`src/rtl/ifetch_unit.sv`:
```
// ifetch_unit: instruction fetch unit with a 2-entry instruction buffer.
//   Reads instruction memory at PC_COUNT, advances the external PC register
//   through PC_DIN/PC_WRITE, and hands fetched words to the decoder over a
//   valid/ready handshake. Execute-stage redirects flush the buffer and
//   retarget the PC. A redirect that arrives while a read is outstanding lets
//   that read finish and throws its data away (ABORT).
// Ports:
//   CLK, RST_N                   clock, async active-low reset
//   PC_COUNT / PC_DIN / PC_WRITE PC register read value, next value, load enable
//   REDIRECT / REDIRECT_ADDR     execute-stage retarget pulse and target
//   MEM_REQ / MEM_ADDR           instruction memory request (held until MEM_ACK)
//   MEM_ACK / MEM_RDATA          memory completion and read data
//   IR_VALID / IR_READY          decoder handshake for the buffer head
//   IR_DATA / IR_PC              head instruction and its address
//   MISALIGN                     sticky misaligned-redirect flag
// Build option:
//   IFETCH_ALIGN_CHECK_EN        misaligned redirects set MISALIGN and halt fetch;
//                                when undefined the low two target bits are dropped.
module ifetch_unit #(
    parameter int unsigned ADDR_W = 32,
    parameter int unsigned DATA_W = 32
) (
    input  logic              CLK,
    input  logic              RST_N,
    input  logic [ADDR_W-1:0] PC_COUNT,
    output logic [ADDR_W-1:0] PC_DIN,
    output logic              PC_WRITE,
    input  logic              REDIRECT,
    input  logic [ADDR_W-1:0] REDIRECT_ADDR,
    output logic              MEM_REQ,
    output logic [ADDR_W-1:0] MEM_ADDR,
    input  logic              MEM_ACK,
    input  logic [DATA_W-1:0] MEM_RDATA,
    output logic              IR_VALID,
    input  logic              IR_READY,
    output logic [DATA_W-1:0] IR_DATA,
    output logic [ADDR_W-1:0] IR_PC,
    output logic              MISALIGN
);

    typedef enum logic [1:0] {FETCH, FULL, ABORT, HALT} state_t;

    state_t            state_q, state_d;
    logic [1:0]        cnt_q, cnt_d;
    logic [DATA_W-1:0] data0_q, data0_d, data1_q, data1_d;
    logic [ADDR_W-1:0] pc0_q, pc0_d, pc1_q, pc1_d;
    logic [ADDR_W-1:0] abort_addr_q, abort_addr_d;
    logic              halt_pend_q, halt_pend_d;

    logic              redir_eff;
    logic              redir_mis;
    logic [ADDR_W-1:0] redir_target;
    logic              mem_req_c;
    logic [ADDR_W-1:0] mem_addr_c;
    logic              ack_acc;
    logic              pop;

    // Redirect target and misalignment detection depend on the build option.
`ifdef IFETCH_ALIGN_CHECK_EN
    assign redir_mis    = (REDIRECT_ADDR[1:0] != 2'b00);
    assign redir_target = REDIRECT_ADDR;
`else
    logic unused_redir_lsb;
    assign unused_redir_lsb = ^REDIRECT_ADDR[1:0];
    assign redir_mis        = 1'b0;
    assign redir_target     = {REDIRECT_ADDR[ADDR_W-1:2], 2'b00};
`endif

    // Memory request, PC update and buffer/next-state logic.
    always_comb begin
        state_d      = state_q;
        cnt_d        = cnt_q;
        data0_d      = data0_q;
        data1_d      = data1_q;
        pc0_d        = pc0_q;
        pc1_d        = pc1_q;
        abort_addr_d = abort_addr_q;
        halt_pend_d  = halt_pend_q;
        mem_req_c    = 1'b0;
        mem_addr_c   = PC_COUNT;

        case (state_q)
            FETCH:   mem_req_c = (cnt_q < 2'd2);
            ABORT: begin
                mem_req_c  = 1'b1;
                mem_addr_c = abort_addr_q;
            end
            default: mem_req_c = 1'b0;
        endcase
        if (!RST_N) mem_req_c = 1'b0;

        redir_eff = REDIRECT && (state_q != HALT);
        ack_acc   = mem_req_c && MEM_ACK && !redir_eff && (state_q == FETCH);
        pop       = (cnt_q != 2'd0) && IR_READY;

        PC_WRITE = (redir_eff || ack_acc) && RST_N;
        PC_DIN   = redir_eff ? redir_target : mem_addr_c + ADDR_W'(4);

        // Shift-register buffer: entry 0 is the head.
        if (redir_eff) begin
            cnt_d = 2'd0;
        end else begin
            if (pop) begin
                data0_d = data1_q;
                pc0_d   = pc1_q;
                cnt_d   = cnt_q - 2'd1;
            end
            if (ack_acc) begin
                if (cnt_d == 2'd0) begin
                    data0_d = MEM_RDATA;
                    pc0_d   = mem_addr_c;
                end else begin
                    data1_d = MEM_RDATA;
                    pc1_d   = mem_addr_c;
                end
                cnt_d = cnt_d + 2'd1;
            end
        end

        case (state_q)
            FETCH, FULL: begin
                if (redir_eff) begin
                    if (mem_req_c && !MEM_ACK) begin
                        state_d      = ABORT;
                        abort_addr_d = mem_addr_c;
                        halt_pend_d  = redir_mis;
                    end else begin
                        state_d = redir_mis ? HALT : FETCH;
                    end
                end else begin
                    state_d = (cnt_d == 2'd2) ? FULL : FETCH;
                end
            end
            ABORT: begin
                if (redir_eff && redir_mis) halt_pend_d = 1'b1;
                // Outstanding read completes; its data is dropped.
                if (MEM_ACK) state_d = halt_pend_d ? HALT : FETCH;
            end
            default: state_d = HALT;
        endcase
    end

    assign MEM_REQ  = mem_req_c;
    assign MEM_ADDR = mem_addr_c;
    assign IR_VALID = (cnt_q != 2'd0);
    assign IR_DATA  = data0_q;
    assign IR_PC    = pc0_q;

    // State and buffer registers.
    always_ff @(posedge CLK or negedge RST_N) begin
        if (!RST_N) begin
            state_q      <= FETCH;
            cnt_q        <= 2'd0;
            data0_q      <= '0;
            data1_q      <= '0;
            pc0_q        <= '0;
            pc1_q        <= '0;
            abort_addr_q <= '0;
            halt_pend_q  <= 1'b0;
        end else begin
            state_q      <= state_d;
            cnt_q        <= cnt_d;
            data0_q      <= data0_d;
            data1_q      <= data1_d;
            pc0_q        <= pc0_d;
            pc1_q        <= pc1_d;
            abort_addr_q <= abort_addr_d;
            halt_pend_q  <= halt_pend_d;
        end
    end

`ifdef IFETCH_ALIGN_CHECK_EN
    logic misalign_q, misalign_d;

    // Sticky flag for any accepted misaligned redirect.
    always_comb begin
        misalign_d = misalign_q | (redir_eff & redir_mis);
    end

    always_ff @(posedge CLK or negedge RST_N) begin
        if (!RST_N) misalign_q <= 1'b0;
        else        misalign_q <= misalign_d;
    end

    assign MISALIGN = misalign_q;
`else
    assign MISALIGN = 1'b0;
`endif

endmodule

```
`config.mk`:
```
export PLATFORM = sky130hd
export DESIGN_NAME = ifetch_unit
export DESIGN_NICKNAME = d
export VERILOG_FILES = /design/src/rtl/ifetch_unit.sv
export SDC_FILE = /design/constraint.sdc
export NUM_CORES = 1
export LEC_CHECK = 0
export ABC_AREA = 1
export CAP_MARGIN = 10
export CORE_ASPECT_RATIO = 1.25
export CORE_MARGIN = 2
export CORE_UTILIZATION = 40
export DETAILED_ROUTE_END_ITERATION = 12
export GPL_TIMING_DRIVEN = 0
export PLACE_DENSITY_LB_ADDON = 0.15
export SYNTH_ARGS = -nofsm -noshare
export SYNTH_HDL_FRONTEND = slang
export SYNTH_SLANG_ARGS = --single-unit
```
`constraint.sdc`:
```
create_clock -name CLK -period 7 [get_ports CLK]
set_input_delay 1.75 -clock CLK [delete_from_list [all_inputs] [get_ports CLK]]
set_output_delay 1.75 -clock CLK [all_outputs]
set_load 0.01 [all_outputs]
```
# Yosys cells after proc, flatten, opt, wreduce, memory -nomap -nowiden
# Index checks and enable logic that the tools add are counted.
dict set report totals {
  romBits 0
  elab_cells 63
  register_bits 165
  latchBits 0
  memories 0
  ramBits 0
  input_bits 101
}
dict set report op_classes {
  n_mul 0
  n_bitwise 2
  n_eq_ne 7
  n_addsub 3
  div 0
  n_mux 24
  magnitude_cmp 1
  n_reduce_logical 18
  shifts 0
}
# op count
set op_table {}
lappend op_table {{$mux 32} 8}
lappend op_table {{$add 32x3->32 const B} 1}
lappend op_table {{$mux 2} 8}
lappend op_table {{$reduce_and 3->1} 3}
lappend op_table {{$ne 2x2->1 const B} 4}
lappend op_table {{$logic_and 1x1->1} 7}
lappend op_table {{$mux 1} 5}
lappend op_table {{$eq 2x2->1 const B} 2}
lappend op_table {{$logic_not 2->1} 2}
lappend op_table {{$pmux 1 s2} 2}
lappend op_table {{$pmux 2 s2} 1}
lappend op_table {{$reduce_bool 2->1} 2}
lappend op_table {{$add 2x1->2 const B} 1}
lappend op_table {{$eq 2x1->1 const B} 1}
lappend op_table {{$logic_not 1->1} 2}
lappend op_table {{$lt 2x2->1 const B} 1}
lappend op_table {{$not 1->1} 2}
lappend op_table {{$reduce_or 2->1} 1}
lappend op_table {{$sub 2x1->2 const B} 1}
lappend op_table {{$logic_or 1x1->1} 1}

# Depth between registers and ports, before layout
# Gate-level depths: netlist of the first run.
dict set report depth {
  depth_word 12
  ltp_mapped 15
  mapped_depth_nobuf 14
}

# Worst setup path after synthesis of the first run
# No wires, ideal clock.
dict set report synth_timing {
  path_kind {input port to output port}
  start {input PC_COUNT[2]}
  end {output PC_DIN[20]}
  arrival_time_ns 3.130
  n_path_buf 0
  stages 12
  path_slack_ns 2.120
  t_required_ns 5.250
  cell_sequence {nand2_1 o21ai_1 ha_1 inv_1 nor2_1 inv_1 nor2_2 nand2_1 nor2_1 nand3_1 nand3_1 nand2_1}
}
dict set report synth_via {
  elab_chain_cells 3
}
# item line
set synth_lines {}
lappend synth_lines {{start: declaration} 25} ;# input logic [ADDR_W-1:0] PC_COUNT,
lappend synth_lines {{$mux 32} 82} ;# case (state_q)
lappend synth_lines {{via MEM_ADDR[2]} 31} ;# output logic [ADDR_W-1:0] MEM_ADDR,
lappend synth_lines {{$add 32x3->32} 97} ;# PC_DIN = redir_eff ? redir_target : mem_addr_c + ADDR_W'(4);
lappend synth_lines {{$mux 32} 97}
lappend synth_lines {{end: declaration} 26} ;# output logic [ADDR_W-1:0] PC_DIN,
# The timed path passes the listed nets, and every way through them passes these cells.

# Final worst setup path of the first run
dict set report layout_timing {
  start {input PC_COUNT[2]}
  end {output PC_DIN[20]}
}
dict set report layout_via {
  elab_chain_cells 3
}
# item line
set layout_lines {}
lappend layout_lines {{$mux 32} 82}
lappend layout_lines {{$add 32x3->32} 97}
lappend layout_lines {{$mux 32} 97}
# No other way between the ends.

==> results of run 1 <==
-- registers in the layout, summed over array words and instances (netlist names), named ones only --
| signal | cells |
|---|---|
| IR_DATA | 32 |
| IR_PC | 32 |
| abort_addr_q | 32 |
| cnt_q | 2 |
| data1_q | 32 |
| pc1_q | 32 |
| state_q | 1 |
-- power by group through the flow --
stage | Sequential [mW] | Combinational, mW | Clock [mW]
detailed placement | 1.20 | 0.929 | 0
finish | 1.18 | 0.923 | 0.963
floorplan | 1.27 | 0.324 | 0
global placement | 1.19 | 0.917 | 0
CTS | 1.18 | 0.933 | 0.973
global route | 1.20 | 1.01 | 1.02
-- critical path, stage by stage --
cell and delay, ps:
sky130_fd_sc_hd__clkdlybuf4s50_1 480, sky130_fd_sc_hd__nand2_1 60, sky130_fd_sc_hd__o21ai_1 320, sky130_fd_sc_hd__ha_1 290
sky130_fd_sc_hd__inv_1 50, sky130_fd_sc_hd__nor2_1 310, sky130_fd_sc_hd__inv_1 130, sky130_fd_sc_hd__nor2_2 310
sky130_fd_sc_hd__nand2_1 150, sky130_fd_sc_hd__nor2_1 240, sky130_fd_sc_hd__nand3_1 120, sky130_fd_sc_hd__nand3_1 110
sky130_fd_sc_hd__nand2_1 60, sky130_fd_sc_hd__clkdlybuf4s50_1 480
-- path summary, 6_finish.rpt --
path	slack [ps]	endpoint
worst max register to register	3610	IR_PC[16]
worst min-delay path	470	data1_q[3]
min in group asynchronous	1290	IR_DATA[24]
worst min register to register	470	data1_q[3]
worst max-delay path	400	PC_DIN[20]
max in group asynchronous	4820	data1_q[13]
-- stage by stage --
| step | total power [mW] | TNS [ps] |
|---|---|---|
| final | 3.07 | 0 |
| after global routing | 3.23 | 0 |
| after floorplan | 1.59 | 0 |
| after CTS | 3.09 | 0 |
| after detailed placement | 2.13 | 0 |
| after global placement | 2.11 | -981220 |
-- area by class of cell --
cell class | instances | share of cell area
flip-flops and latches | 164 | 0.342
multi-input cells | 919 | 0.335
repair buffers | 230 | 0.194
clock buffers | 17 | 0.0355
well taps | 279 | 0.0291
plain buffers | 73 | 0.0267
inverters | 76 | 0.0238
clock inverters | 15 | 0.0137
-- layout by cell type, fill, tap and decap left out, types with 2 or more instances in the layout --
master                            instances
sky130_fd_sc_hd__nand2_2                  3
sky130_fd_sc_hd__nor3_1                   3
sky130_fd_sc_hd__nand2_1                486
sky130_fd_sc_hd__ha_1                     3
sky130_fd_sc_hd__nor2_1                 122
sky130_fd_sc_hd__xor2_1                   3
sky130_fd_sc_hd__nor2_2                   5
sky130_fd_sc_hd__nand4_1                 10
sky130_fd_sc_hd__clkbuf_1                45
sky130_fd_sc_hd__nand3b_1                 2
sky130_fd_sc_hd__clkbuf_16               17
sky130_fd_sc_hd__o221ai_1                 2
sky130_fd_sc_hd__clkdlybuf4s50_1        228
sky130_fd_sc_hd__dfrtp_1                164
sky130_fd_sc_hd__buf_1                    6
sky130_fd_sc_hd__a31oi_1                 66
sky130_fd_sc_hd__or2_2                    3
sky130_fd_sc_hd__o21ai_1                  2
sky130_fd_sc_hd__inv_1                   71
sky130_fd_sc_hd__a211oi_1                 2
sky130_fd_sc_hd__buf_2                   16
sky130_fd_sc_hd__clkinvlp_4               4
sky130_fd_sc_hd__o21ai_0                142
sky130_fd_sc_hd__inv_8                    5
sky130_fd_sc_hd__inv_6                    3
sky130_fd_sc_hd__inv_2                    4
sky130_fd_sc_hd__buf_4                    5
sky130_fd_sc_hd__nand3_1                 58
-- routing by layer --
layer,track usage,routed length (um),vias to the layer above
met5,0,0,-
met3,0.0511,2220,102
li1,-,-,4485
met2,0.475,15100,448
met1,0.362,13500,4353
met4,0.134,1500,0
-- kinds of logic (layout without fill, tap and decap cells) --
kind of cell	count (synthesis)	in the layout	synth area share
adder cells (fa/ha/maj)	3	3	0.00430
AO/OA/AOI/OAI	220	220	0.140
buffers and inverters	149	411	0.0694
AND/OR/NAND/NOR	692	692	0.313
flip-flops	164	164	0.470
other	1	1	0.000430
XOR/XNOR	3	3	0.00301
==> impl_results.html, run 1 <==
<table>
<tr><th>Metric</th><th>Value</th></tr>
<tr><th colspan="2">CTS</th></tr>
<tr><td>Clk_lat worst skew</td><td>440 ps</td></tr>
<tr><td>Count of hold buffers inserted by post-cts repair</td><td>0</td></tr>
<tr><td>TritonCTS Sinks</td><td>164</td></tr>
<tr><td>Clock-pin slew on the worst setup and hold paths</td><td>70 ps</td></tr>
<tr><td>Post-CTS setup-driven buffer insertion count</td><td>0</td></tr>
<tr><td>Max Buffers Root-to-Sink</td><td>2</td></tr>
<tr><td>Clock tree from TritonCTS</td><td>built</td></tr>
<tr><td>Number of gates resized after CTS</td><td>0</td></tr>
<tr><td>CTS H-tree lvls</td><td>4</td></tr>
<tr><td>Clk Tree Root Cell</td><td>sky130_fd_sc_hd__clkbuf_16</td></tr>
<tr><td>CTS buffer count</td><td>17</td></tr>
<tr><th colspan="2">Global routing</th></tr>
<tr><td>Total congestion overflow</td><td>0</td></tr>
<tr><td>Overall global routing resource usage</td><td>0.286</td></tr>
<tr><td>Largest net degree at the start of global routing</td><td>91</td></tr>
<tr><td>Number of antenna violations at the first check in global routing</td><td>0</td></tr>
<tr><td>Wire length of the first global-routing pass</td><td>50.5 mm</td></tr>
<tr><td>Via count of the first global-routing pass</td><td>9357</td></tr>
<tr><th colspan="2">Layout</th></tr>
<tr><td>Post-Route Utilization</td><td>0.559</td></tr>
<tr><td>Count of fill cells added during filler insertion</td><td>2158</td></tr>
<tr><td>Fin nets</td><td>1585</td></tr>
<tr><td>Relative area change from synthesis to final layout</td><td>37.4%</td></tr>
<tr><td>Area of the multi-input gates</td><td>0.00402 mm2</td></tr>
<tr><td>Seq. cell area</td><td>0.00410 mm2</td></tr>
<tr><td>Share of layout cells above drive strength 1</td><td>0.0489</td></tr>
<tr><td>Number of diodes added for antenna fixing</td><td>0</td></tr>
<tr><td>Final Non-Filler Cells</td><td>1773</td></tr>
<tr><td>Post-layout instance area</td><td>0.0120 mm2</td></tr>
<tr><th colspan="2">Setup path</th></tr>
<tr><td>Element type at the critical path end</td><td>output port</td></tr>
<tr><td>Kind of critical path</td><td>input port to output port</td></tr>
<tr><td>Startpoint of the most critical setup path</td><td>PC_COUNT[2]</td></tr>
<tr><td>Reg2Reg Depth</td><td>13</td></tr>
<tr><td>Required time at the endpoint of the critical path</td><td>5250 ps</td></tr>
<tr><td>Worst Setup Start Kind</td><td>input port</td></tr>
<tr><td>Crit Path Max Fanout</td><td>5</td></tr>
<tr><td>Critical path arrival</td><td>4850 ps</td></tr>
<tr><td>Origin of the critical flop-to-flop path</td><td>cnt_q[1]</td></tr>
<tr><th colspan="2">Power</th></tr>
<tr><td>P per Cell Area</td><td>256 mW/mm2</td></tr>
<tr><td>Switching power of the nets</td><td>0.978 mW</td></tr>
<tr><td>Max rail drop VDD</td><td>167 uV</td></tr>
<tr><td>Switching portion of total power</td><td>0.319</td></tr>
<tr><td>Part of the power in combinational logic</td><td>0.301</td></tr>
<tr><td>Design internal power</td><td>2.09 mW</td></tr>
<tr><td>Clock network power share</td><td>0.314</td></tr>
<tr><td>Leakage component of the power</td><td>5.52 nW</td></tr>
<tr><td>Relative contribution of sequential cells to total power</td><td>0.385</td></tr>
<tr><th colspan="2">Timing</th></tr>
<tr><td>Post-route worst hold slack</td><td>468 ps</td></tr>
<tr><td>Hold Fails Final Rpt</td><td>0</td></tr>
<tr><td>Total setup violations reported at the end of the flow</td><td>0</td></tr>
<tr><td>Tcrit/Tclk final</td><td>0.943</td></tr>
<tr><td>Slew at the pin with the worst max-slew slack</td><td>798 ps</td></tr>
<tr><td>Final setup slack of the worst path</td><td>402 ps</td></tr>
<tr><td>Unrepaired setup endpoints after global routing</td><td>false</td></tr>
<tr><td>Tightest slew margin relative to the limit</td><td>0.468</td></tr>
<tr><td>Clock period minus worst slack</td><td>6600 ps</td></tr>
<tr><td>Number of slew-limit violations in the final report</td><td>0</td></tr>
<tr><td>Clk_skew</td><td>11.7 ps</td></tr>
<tr><td>Fmax</td><td>152 MHz</td></tr>
<tr><th colspan="2">Synth</th></tr>
<tr><td>EDFF count, synth</td><td>0</td></tr>
<tr><td>Count of unique library cells instantiated by Yosys</td><td>32</td></tr>
<tr><td>Post-synthesis sequential element count</td><td>164</td></tr>
<tr><td>Post-synthesis instance total</td><td>1232</td></tr>
<tr><td>Sequential cell area fraction in the yosys report</td><td>0.470</td></tr>
<tr><td>Cell type with the largest total area after synthesis</td><td>sky130_fd_sc_hd__dfrtp_1</td></tr>
<tr><td>Top-area cell type share of the netlist area</td><td>0.470</td></tr>
<tr><td>Number of nets produced by synthesis</td><td>1336</td></tr>
<tr><td>Share of flip-flops with an asynchronous set or reset after synthesis</td><td>1.00</td></tr>
<tr><td>Largest cells by area after synthesis</td><td>sky130_fd_sc_hd__dfrtp_1 47%, sky130_fd_sc_hd__nand2_1 21%, sky130_fd_sc_hd__o21ai_0 8.1%</td></tr>
<tr><td>Dominant cell by count in the synthesized netlist</td><td>sky130_fd_sc_hd__nand2_1</td></tr>
<tr><td>Mean post-synth cell area</td><td>7.09 um2</td></tr>
<tr><td>Netlist Area Pre-Place</td><td>0.00873 mm2</td></tr>
<tr><td>Most frequently used flop master after synthesis</td><td>sky130_fd_sc_hd__dfrtp_1</td></tr>
<tr><td>Syn. warnings</td><td>0</td></tr>
<tr><td>Most frequent cells after synthesis</td><td>486 x sky130_fd_sc_hd__nand2_1, 164 x sky130_fd_sc_hd__dfrtp_1, 142 x sky130_fd_sc_hd__o21ai_0, 122 x sky130_fd_sc_hd__nor2_1, 71 x sky130_fd_sc_hd__inv_1</td></tr>
<tr><th colspan="2">Route</th></tr>
<tr><td>Post-route DRC violation count</td><td>0</td></tr>
<tr><td>Routed WL</td><td>32.2 mm</td></tr>
<tr><td>Antenna Nets Post-Route</td><td>0</td></tr>
<tr><td>Number of vias per cell after detailed routing</td><td>5.29</td></tr>
<tr><td>Post-DR wirelength/cell</td><td>18.2 um</td></tr>
<tr><td>Starting DRC count in detailed routing</td><td>759</td></tr>
<tr><td>First-pass detailed-route iteration total</td><td>5</td></tr>
<tr><td>Via count</td><td>9388</td></tr>
<tr><th colspan="2">Floorplanning</th></tr>
<tr><td>Die footprint</td><td>0.0230 mm2</td></tr>
<tr><td>Cell Rows</td><td>60</td></tr>
<tr><td>Die Span Y</td><td>169 um</td></tr>
<tr><td>Effective utilization at floorplan</td><td>0.407</td></tr>
<tr><td>Standard cell core area</td><td>0.0215 mm2</td></tr>
<tr><td>Ports placed on the boundary</td><td>233</td></tr>
<tr><td>Horizontal die dimension</td><td>136 um</td></tr>
<tr><th colspan="2">Hold path</th></tr>
<tr><td>Worst Hold Depth</td><td>2</td></tr>
<tr><td>Startpoint of the most critical hold path</td><td>data1_q[3]</td></tr>
<tr><td>Worst Hold Class</td><td>flip-flop to flip-flop</td></tr>
<tr><th colspan="2">Place</th></tr>
<tr><td>Placed Cells</td><td>1741</td></tr>
<tr><td>Weighted congestion at the end of routability-driven global placement</td><td>0.936</td></tr>
<tr><td>Worst setup slack after placement</td><td>481 ps</td></tr>
<tr><td>Total half-perimeter wirelength after legalization and detailed placement</td><td>24.1 mm</td></tr>
<tr><td>Placed Area</td><td>0.0114 mm2</td></tr>
<tr><td>Number of input and output port buffers inserted</td><td>229</td></tr>
<tr><th colspan="2">Outcome</th></tr>
<tr><td>Outcome</td><td>complete, no violations</td></tr>
<tr><th colspan="2">Flow run</th></tr>
<tr><td>Max-Cap Viols</td><td>0</td></tr>
</table>
Note: power is estimated with default switching activity, not from simulation.
==> run 2, diff against run 1 <==
- CORE_ASPECT_RATIO: 1.25 -> not set
- REMOVE_ABC_BUFFERS: not set -> 1
==> impl_results.html, run 2 (same netlist as run 1, synthesis figures left out) <==
<table>
<tr><th>Metric</th><th>Value</th></tr>
<tr><th colspan="2">Outcome</th></tr>
<tr><td>Outcome</td><td>complete, no violations (unchanged)</td></tr>
<tr><th colspan="2">Floorplanning</th></tr>
<tr><td>Cell Rows</td><td>54 (was 60)</td></tr>
<tr><td>Die footprint</td><td>0.0230 mm2 (about the same)</td></tr>
<tr><td>Effective utilization at floorplan</td><td>0.404 (was 0.407)</td></tr>
<tr><td>Ports placed on the boundary</td><td>233 (unchanged)</td></tr>
<tr><td>Horizontal die dimension</td><td>152 um (was 136 um)</td></tr>
<tr><td>Die Span Y</td><td>152 um (was 169 um)</td></tr>
<tr><td>Standard cell core area</td><td>0.0216 mm2 (was 0.0215 mm2)</td></tr>
<tr><th colspan="2">Route</th></tr>
<tr><td>Routed length on met3</td><td>1.84 mm (was 2.22 mm)</td></tr>
<tr><td>Highest metal layer with signal wires</td><td>met4 (unchanged)</td></tr>
<tr><td>First-pass detailed-route iteration total</td><td>5 (unchanged)</td></tr>
<tr><td>Post-DR wirelength/cell</td><td>16.7 um (was 18.2 um)</td></tr>
<tr><td>Number of vias per cell after detailed routing</td><td>5.14 (was 5.29)</td></tr>
<tr><td>WL met2</td><td>13.4 mm (was 15.1 mm)</td></tr>
<tr><td>Post-route DRC violation count</td><td>0 (unchanged)</td></tr>
<tr><td>Antenna Nets Post-Route</td><td>0 (unchanged)</td></tr>
<tr><td>Starting DRC count in detailed routing</td><td>618 (was 759)</td></tr>
<tr><td>Routed WL</td><td>28.6 mm (was 32.2 mm)</td></tr>
<tr><td>Met1 routed wirelength after detailed routing</td><td>13.0 mm (was 13.5 mm)</td></tr>
<tr><td>Via count</td><td>8798 (was 9388)</td></tr>
<tr><th colspan="2">Flow run</th></tr>
<tr><td>Max-Cap Viols</td><td>0 (unchanged)</td></tr>
<tr><th colspan="2">Layout</th></tr>
<tr><td>Most frequent cells in the layout</td><td>484 x sky130_fd_sc_hd__nand2_1, 228 x sky130_fd_sc_hd__clkdlybuf4s50_1, 163 x sky130_fd_sc_hd__dfrtp_1 (was 486 x sky130_fd_sc_hd__nand2_1, 228 x sky130_fd_sc_hd__clkdlybuf4s50_1, 164 x sky130_fd_sc_hd__dfrtp_1)</td></tr>
<tr><td>Final Non-Filler Cells</td><td>1713 (was 1773)</td></tr>
<tr><td>Relative area change from synthesis to final layout</td><td>36.3% (was 37.4%)</td></tr>
<tr><td>Area of the multi-input gates</td><td>0.00404 mm2 (was 0.00402 mm2)</td></tr>
<tr><td>Seq. cell area</td><td>0.00411 mm2 (was 0.00410 mm2)</td></tr>
<tr><td>Share of layout cells above drive strength 1</td><td>0.0454 (was 0.0489)</td></tr>
<tr><td>Fin nets</td><td>1522 (was 1585)</td></tr>
<tr><td>Count of fill cells added during filler insertion</td><td>2124 (was 2158)</td></tr>
<tr><td>Leading cell type in the layout, fill and taps excluded</td><td>sky130_fd_sc_hd__nand2_1 (unchanged)</td></tr>
<tr><th colspan="2">Timing</th></tr>
<tr><td>Clk_skew</td><td>9.64 ps (was 11.7 ps)</td></tr>
<tr><td>Post-route worst hold slack</td><td>468 ps (about the same)</td></tr>
<tr><td>Unrepaired setup endpoints after global routing</td><td>false (unchanged)</td></tr>
<tr><td>Clock period minus worst slack</td><td>6440 ps (was 6600 ps)</td></tr>
<tr><td>Total setup violations reported at the end of the flow</td><td>0 (unchanged)</td></tr>
<tr><td>Tightest slew margin relative to the limit</td><td>0.411 (was 0.468)</td></tr>
<tr><td>Tcrit/Tclk final</td><td>0.919 (was 0.943)</td></tr>
<tr><td>Number of slew-limit violations in the final report</td><td>0 (unchanged)</td></tr>
<tr><td>Slew at the pin with the worst max-slew slack</td><td>881 ps (was 798 ps)</td></tr>
<tr><td>Final setup slack of the worst path</td><td>565 ps (was 402 ps)</td></tr>
<tr><td>Setup TNS</td><td>0 ps (unchanged)</td></tr>
<tr><td>Hold Fails Final Rpt</td><td>0 (unchanged)</td></tr>
<tr><td>Fmax</td><td>155 MHz (was 152 MHz)</td></tr>
<tr><th colspan="2">Power</th></tr>
<tr><td>Power Total</td><td>3.02 mW (was 3.07 mW)</td></tr>
<tr><td>Leakage component of the power</td><td>5.48 nW (was 5.52 nW)</td></tr>
<tr><td>P per Cell Area</td><td>254 mW/mm2 (was 256 mW/mm2)</td></tr>
<tr><td>Max rail drop VDD</td><td>167 uV (about the same)</td></tr>
<tr><th colspan="2">Global routing</th></tr>
<tr><td>Total congestion overflow</td><td>0 (unchanged)</td></tr>
<tr><td>Overall global routing resource usage</td><td>0.253 (was 0.286)</td></tr>
<tr><td>Via count of the first global-routing pass</td><td>8447 (was 9357)</td></tr>
<tr><td>Largest net degree at the start of global routing</td><td>88 (was 91)</td></tr>
<tr><td>Number of antenna violations at the first check in global routing</td><td>1 (was 0)</td></tr>
<tr><td>Wire length of the first global-routing pass</td><td>45.1 mm (was 50.5 mm)</td></tr>
<tr><th colspan="2">Place</th></tr>
<tr><td>Worst setup slack after placement</td><td>526 ps (was 481 ps)</td></tr>
<tr><td>Placed Cells</td><td>1679 (was 1741)</td></tr>
<tr><td>Weighted congestion at the end of routability-driven global placement</td><td>0.848 (was 0.936)</td></tr>
<tr><td>Number of input and output port buffers inserted</td><td>229 (unchanged)</td></tr>
<tr><td>Total half-perimeter wirelength after legalization and detailed placement</td><td>19.1 mm (was 24.1 mm)</td></tr>
<tr><th colspan="2">Setup path</th></tr>
<tr><td>Startpoint of the most critical setup path</td><td>PC_COUNT[2] (unchanged)</td></tr>
<tr><td>Kind of critical path</td><td>input port to output port (unchanged)</td></tr>
<tr><td>Setup crit end</td><td>PC_DIN[18] (was PC_DIN[20])</td></tr>
<tr><td>Reg2Reg Depth</td><td>14 (was 13)</td></tr>
<tr><td>Origin of the critical flop-to-flop path</td><td>cnt_q[1] (unchanged)</td></tr>
<tr><td>Crit Path Max Fanout</td><td>5 (unchanged)</td></tr>
<tr><td>Reg-to-Reg End</td><td>IR_PC[18] (was IR_PC[16])</td></tr>
<tr><td>Required time at the endpoint of the critical path</td><td>5250 ps (about the same)</td></tr>
<tr><td>Element type at the critical path end</td><td>output port (unchanged)</td></tr>
<tr><td>Worst Setup Start Kind</td><td>input port (unchanged)</td></tr>
<tr><td>Register-to-register path setup slack</td><td>3130 ps (was 3610 ps)</td></tr>
<tr><td>Critical path arrival</td><td>4690 ps (was 4850 ps)</td></tr>
<tr><th colspan="2">CTS</th></tr>
<tr><td>Post-CTS setup-driven buffer insertion count</td><td>0 (unchanged)</td></tr>
<tr><td>Clk_lat worst skew</td><td>430 ps (was 440 ps)</td></tr>
<tr><td>Clk Tree Root Cell</td><td>sky130_fd_sc_hd__clkbuf_16 (unchanged)</td></tr>
<tr><td>TritonCTS Sinks</td><td>164 (unchanged)</td></tr>
<tr><td>Clock tree from TritonCTS</td><td>built (unchanged)</td></tr>
<tr><td>CTS H-tree lvls</td><td>4 (unchanged)</td></tr>
<tr><td>CTS buffer count</td><td>17 (unchanged)</td></tr>
<tr><td>Max Buffers Root-to-Sink</td><td>2 (unchanged)</td></tr>
<tr><td>Clock-pin slew on the worst setup and hold paths</td><td>60 ps (was 70 ps)</td></tr>
<tr><th colspan="2">Hold path</th></tr>
<tr><td>Worst Hold Class</td><td>flip-flop to flip-flop (unchanged)</td></tr>
</table>
## run 2: changes by cell type in the layout (fill, tap and decap cells not counted), moves of 4 or more
| cell | change |
|---|---|
| sky130_fd_sc_hd__clkbuf_1 | -44 |
| sky130_fd_sc_hd__buf_16 | +4 |
| sky130_fd_sc_hd__buf_4 | -5 |
| sky130_fd_sc_hd__buf_12 | +4 |
| sky130_fd_sc_hd__buf_1 | -6 |
| sky130_fd_sc_hd__buf_2 | -16 |
## run 2: worst max-delay path, cell delays in order
cell and delay [ps]:
sky130_fd_sc_hd__clkdlybuf4s50_1 480, sky130_fd_sc_hd__nand2_1 60, sky130_fd_sc_hd__o21ai_1 240, sky130_fd_sc_hd__ha_1 230, sky130_fd_sc_hd__inv_1 40, sky130_fd_sc_hd__nor2_1 320, sky130_fd_sc_hd__nand3_1 250, sky130_fd_sc_hd__nor2_1 390
sky130_fd_sc_hd__nand4_1 130, sky130_fd_sc_hd__nand2_1 90, sky130_fd_sc_hd__nand2_1 80, sky130_fd_sc_hd__nand2_1 80, sky130_fd_sc_hd__clkdlybuf4s50_1 530
## run 2: worst min path at each step
stage,from,endpoint,slack [ps],cells past startpoint
2_1_floorplan,data1_q[0],data1_q[0],440,2
3_3_place_gp,data1_q[30],data1_q[30],450,2
3_5_place_dp,data1_q[23],data1_q[23],450,2
4_1_cts,data1_q[6],data1_q[6],470,2
5_1_grt,data1_q[23],data1_q[23],490,2
6_report,data1_q[9],data1_q[9],470,2
## run 2: layout make-up
cell class	instances	area share
antenna	2	0.000421
multi-input combinational	919	0.340
inverter	76	0.0243
timing repair buffer	240	0.214
clock inverter	11	0.00789
clock buffer	21	0.0395
tap	280	0.0295
sequential	164	0.345
## run 2: routing by layer
layer / global-route usage / vias to the layer above
met2: 0.415 / 302
met5: 0 / -
met4: 0.0676 / 0
met1: 0.344 / 4117
met3: 0.0497 / 27
li1: - / 4352
## run 2: repair_timing
action / in CTS / in global routing
gates resized for setup: 0 / 1
endpoints found under the setup margin: 0 / 8
hold buffers: 0 / 0
## run 2: through the flow
stage	utilization	cell area [um2]
6_report	0.550	11900
3_3_place_gp	0.511	11100
5_1_grt	0.550	11900
2_1_floorplan	-	8410
3_5_place_dp	0.524	11300
4_1_cts	0.550	11900
## run 2: power by group
group | total [mW] | internal (mW) | switching, mW
Sequential | 1.19 | 1.10 | 0.0849
Combinational | 0.928 | 0.490 | 0.438
Clock | 0.909 | 0.492 | 0.418
==> RTL edit 1: new RTL, settings of run 1 <==
`DATA_W`: 32 -> 24.
--- a/src/rtl/ifetch_unit.sv
+++ b/src/rtl/ifetch_unit.sv
@@ -20,3 +20,3 @@
     parameter int unsigned ADDR_W = 32,
-    parameter int unsigned DATA_W = 32
+    parameter int unsigned DATA_W = 24
 ) (
Ports: changed (resized IR_DATA and MEM_RDATA); port bits go from 233 to 217. No check against the original RTL was run, so the function may have changed too.
==> RTL edit 1 against run 1 <==
Synthesized area is essentially flat. Worst setup slack improved by 0.48 ns. Cell area fell by 1.3%. Sequential power down 10%. Sequential cell count down 16. Sequential share of layout area fell by 2.9 points. First-iteration DRC count decreased by 19%. Routed wire length fell by 5.7%. Non-clock buffer count shrank 22. Largest power group unchanged. Utilization decreased by 0.70 points. Total power decreased by 4.7%.
==> RTL edit 1: results (changes against run 1) <==
1st-iter DRT viols 612 (-19%); Buffers excl. clock 281 (-7.3%); post-route minimum period 6.12 ns (-0.482 ns); VDD IR max 178 uV (+6.3%); clock skew 0.0120 ns (+0.000287 ns); synth top area cells dfrtp_1 (42%), nand2_1 (18%), a21oi_1 (6.3%), o21ai_0 (5.2%), inv_1 (5.0%); Synth Area in Compound Gates 15.4% (+1.4 points); cell family with most CP delay buffers and inverters; gpl congestion 0.938 (+0.28%); Pleak 0.00571 uW (+3.4%); TritonCTS sink count 148 (-9.8%); Yosys cell types 37 (+16%); worst slack, placed 0.878 ns (+0.397 ns); # clk buffers 18 (+1); multi-input combinational cell area 4080 um2 (+1.6%); routed wire length 30400 um (-5.7%); clock tree cell share of total cell area 5.16% (+0.24 points); Synth Area in Adders 0.430% (about the same); Post-Place Cell Area 11200 um2 (-1.5%); via/cell ratio 5.11 (-3.6%); hold_ws 0.466 ns (-0.00193 ns); R2R Setup Slk 4.01 ns (+0.40 ns); Seq/Total Area, Yosys 42.5% (-4.5 points); fraction of area in multi-input gates 34.5% (+0.95 points); DP HPWL 23300 um (-3.5%); vias in the first global route 8744 (-6.6%); # fillers 2185 (+1.3%); hold wc startpoint data1_q[10]; status finished clean; FF+latch area 3700 um2 (-9.8%); synth cell count leaders nand2_1 (416), dfrtp_1 (148), inv_1 (117); Slew headroom 46.5% (-0.37 points); nets 1548 (-2.3%); Syn Area/Cell 7.16 um2 (+0.98%)
## RTL edit 1: changes by cell type after synthesis, moves of 18 or more
cell      change
a21oi_1     +108
buf_6        +18
clkbuf_1     -23
nand2_1      -70
nand2_2      +29
inv_1        +46
o21ai_1      +47
a31oi_1      -61
o21ai_0      -52
nor2_1       -67
## RTL edit 1: routing by layer
layer | GRT usage, % | wire length [um] | vias up
met1 | 34.7 | 12800 | 4197
met3 | 4.25 | 1770 | 35
met4 | 8.24 | 652 | 0
li1 | - | - | 4356
met5 | 0 | 0 | -
met2 | 46.1 | 15100 | 311
## RTL edit 1: kinds of logic after synthesis
group,count (synthesis)
xor gates and xnor gates,2
adders and majority gates,3
other,1
and+or+nand+nor,610
buffers and inverters,195
DFF,148
AOI/OAI and AO/OA,260
## RTL edit 1: power breakdown
group	switching [uW]	internal, uW
Clock	391	574
Sequential	69.5	989
Combinational	451	447
Total	912	2010
==> RTL edit 2: new RTL, flow settings as in run 1 <==
Made on the original files. Encoding of `state_t`: now one-hot (4 bits for 4 states).
--- a/src/rtl/ifetch_unit.sv
+++ b/src/rtl/ifetch_unit.sv
@@ -40,3 +40,3 @@
 
-    typedef enum logic [1:0] {FETCH, FULL, ABORT, HALT} state_t;
+    typedef enum logic [3:0] {FETCH = 4'b0001, FULL = 4'b0010, ABORT = 4'b0100, HALT = 4'b1000} state_t;
 
Behaviour: no difference found for any inputs over 4 cycles, from zero or initial values and one cycle with RST_N low; so few cycles prove little.
==> RTL edit 2 against run 1 <==
Count of clock-buffer cells in the layout stayed put. Sequential cell count is 2 higher. Routed wire length is 12% higher. Clock skew is 0.0045 ns higher. Worst setup slack better by 0.19 ns. Synthesized area is 11% higher. Cell area is 8.1% higher. Highest routed layer unchanged.
Power is not compared: it rests on default switching activity, and its combinational part moved more than twofold at a synthesized area within 25%.
==> RTL edit 2: results (changes against run 1) <==
Clock transition at path regs 0.07 ns (about the same); Yosys warnings 0 (unchanged); IO Port Bufs 228 (-0.44%); DR WL/cell 18.7 um (+3.1%); Net Count, Synth 1441 (+7.9%); post-route insts no fill 1923 (+8.5%); # fillers 2318 (+7.4%); nets 1689 (+6.6%); share of cells above drive strength 1 6.82% (+1.9 points); worst hold-check path type flip-flop to flip-flop; vias in the first global route 9850 (+5.3%); setup bufs post-CTS 0 (unchanged); Syn Area/Cell 7.23 um2 (+2.0%); PostCTS Resize Cnt 0 (unchanged); Yosys cell types 33 (+3.1%); synth cell count leaders nand2_1 (445), nand3_1 (176), dfrtp_1 (165); clock root buffer master clkbuf_16; CP Data Arrival Time 4.66 ns (-0.19 ns); Vias 10300 (+10%); DP HPWL 27400 um (+13%); prevailing post-synth register cell dfrtp_1; CTS max path bufs 2 (unchanged); clock skew 0.0163 ns (+0.00454 ns); gpl congestion 0.968 (+3.5%); pin count of the biggest net entering global routing 116 (+27%); Total GRT Usage 28.5% (-0.10 points); crit-path max FO 7 (+2); 1st-iter DRT viols 826 (+8.8%); Least-Margin Pin Slew 0.772 ns (-0.0252 ns); synth top area cells dfrtp_1 (43%), nand2_1 (17%), nand3_1 (9.1%), o21ai_1 (7.1%), o21ai_0 (4.0%); first-pass GRT wire length 55400 um (+9.7%); status finished clean; Seq/Total Area, Yosys 43.0% (-4.0 points); VDD IR max 169 uV
## RTL edit 2: changes by cell type in the layout (fill, tap and decap cells not counted), moves of 17 or more
| cell | before | now |
|---|---|---|
| o21ai_0 | 142 | 78 |
| nor2_1 | 122 | 80 |
| nand2_1 | 486 | 445 |
| o21ai_1 | 2 | 137 |
| mux2_1 | 0 | 17 |
| mux2_2 | 0 | 18 |
| nand3_1 | 58 | 176 |
| a31oi_1 | 66 | 7 |
## RTL edit 2: path summary, 6_finish.rpt
path / start / cells past startpoint / endpoint / slack (ns)
max: PC_COUNT[2] / 11 / PC_DIN[16] / 0.59
min: abort_addr_q[31] / 2 / abort_addr_q[31] / 0.49
max reg2reg: cnt_q[1] / 12 / pc1_q[21] / 4.20
min reg2reg: abort_addr_q[31] / 2 / abort_addr_q[31] / 0.49
max in group asynchronous: RST_N / 2 / abort_addr_q[19] / 4.87
min in group asynchronous: RST_N / 1 / IR_DATA[23] / 1.20
## RTL edit 2: cell families after synthesis
family                     after synthesis  synth area share [%]
AOI/OAI and AO/OA                      231                  12.1
adders and majority gates                3                 0.388
and+or+nand+nor                        748                  33.2
xor gates and xnor gates                 1                0.0906
buffers and inverters                  152                  7.16
DFF                                    166                  43.0
muxes                                   35                  4.08
other                                    1                0.0388
## RTL edit 2: final cells by class
cell class | instances | area share, %
Multi-Input combinational cell | 1019 | 37.2
Sequential cell | 166 | 32.0
Timing Repair Buffer | 229 | 17.8
Buffer | 87 | 3.45
Clock buffer | 17 | 3.28
Tap cell | 325 | 3.14
Inverter | 65 | 1.88
Clock inverter | 15 | 1.20
## RTL edit 2: per-stage QoR
| stage | area, um2 | setup slack, ns |
|---|---|---|
| final | 13000 | 0.590 |
| after global placement | 12400 | -4.80 |
| after detailed placement | 12400 | 0.656 |
| after floorplan | 9670 | 2.29 |
| after global routing | 13000 | 0.455 |
| after CTS | 13000 | 0.637 |
## RTL edit 2: worst max-delay path, stage by stage
cell and delay [ns]:
clkdlybuf4s50_1 0.51, nand2_1 0.07, nand2_1 0.33, ha_1 0.33
nand3_1 0.25, nor2_2 0.34, nand2_1 0.14, o21ai_1 0.14
nand3_1 0.11, nand2_1 0.14, clkdlybuf4s50_1 0.54
## RTL edit 2: layer usage
metal	vias up	track usage (%)	part of all wire (%)
li1	4911	-	-
met1	4876	35.8	40
met2	482	48.7	49
met3	73	5.67	7.8
met4	0	9.98	2.9
met5	-	0	0
## RTL edit 2: report_power, final
part           total [uW]  internal [uW]  switching (uW)
Clock                 940            477             463
Combinational         440            150             290
Sequential            970            966            4.22
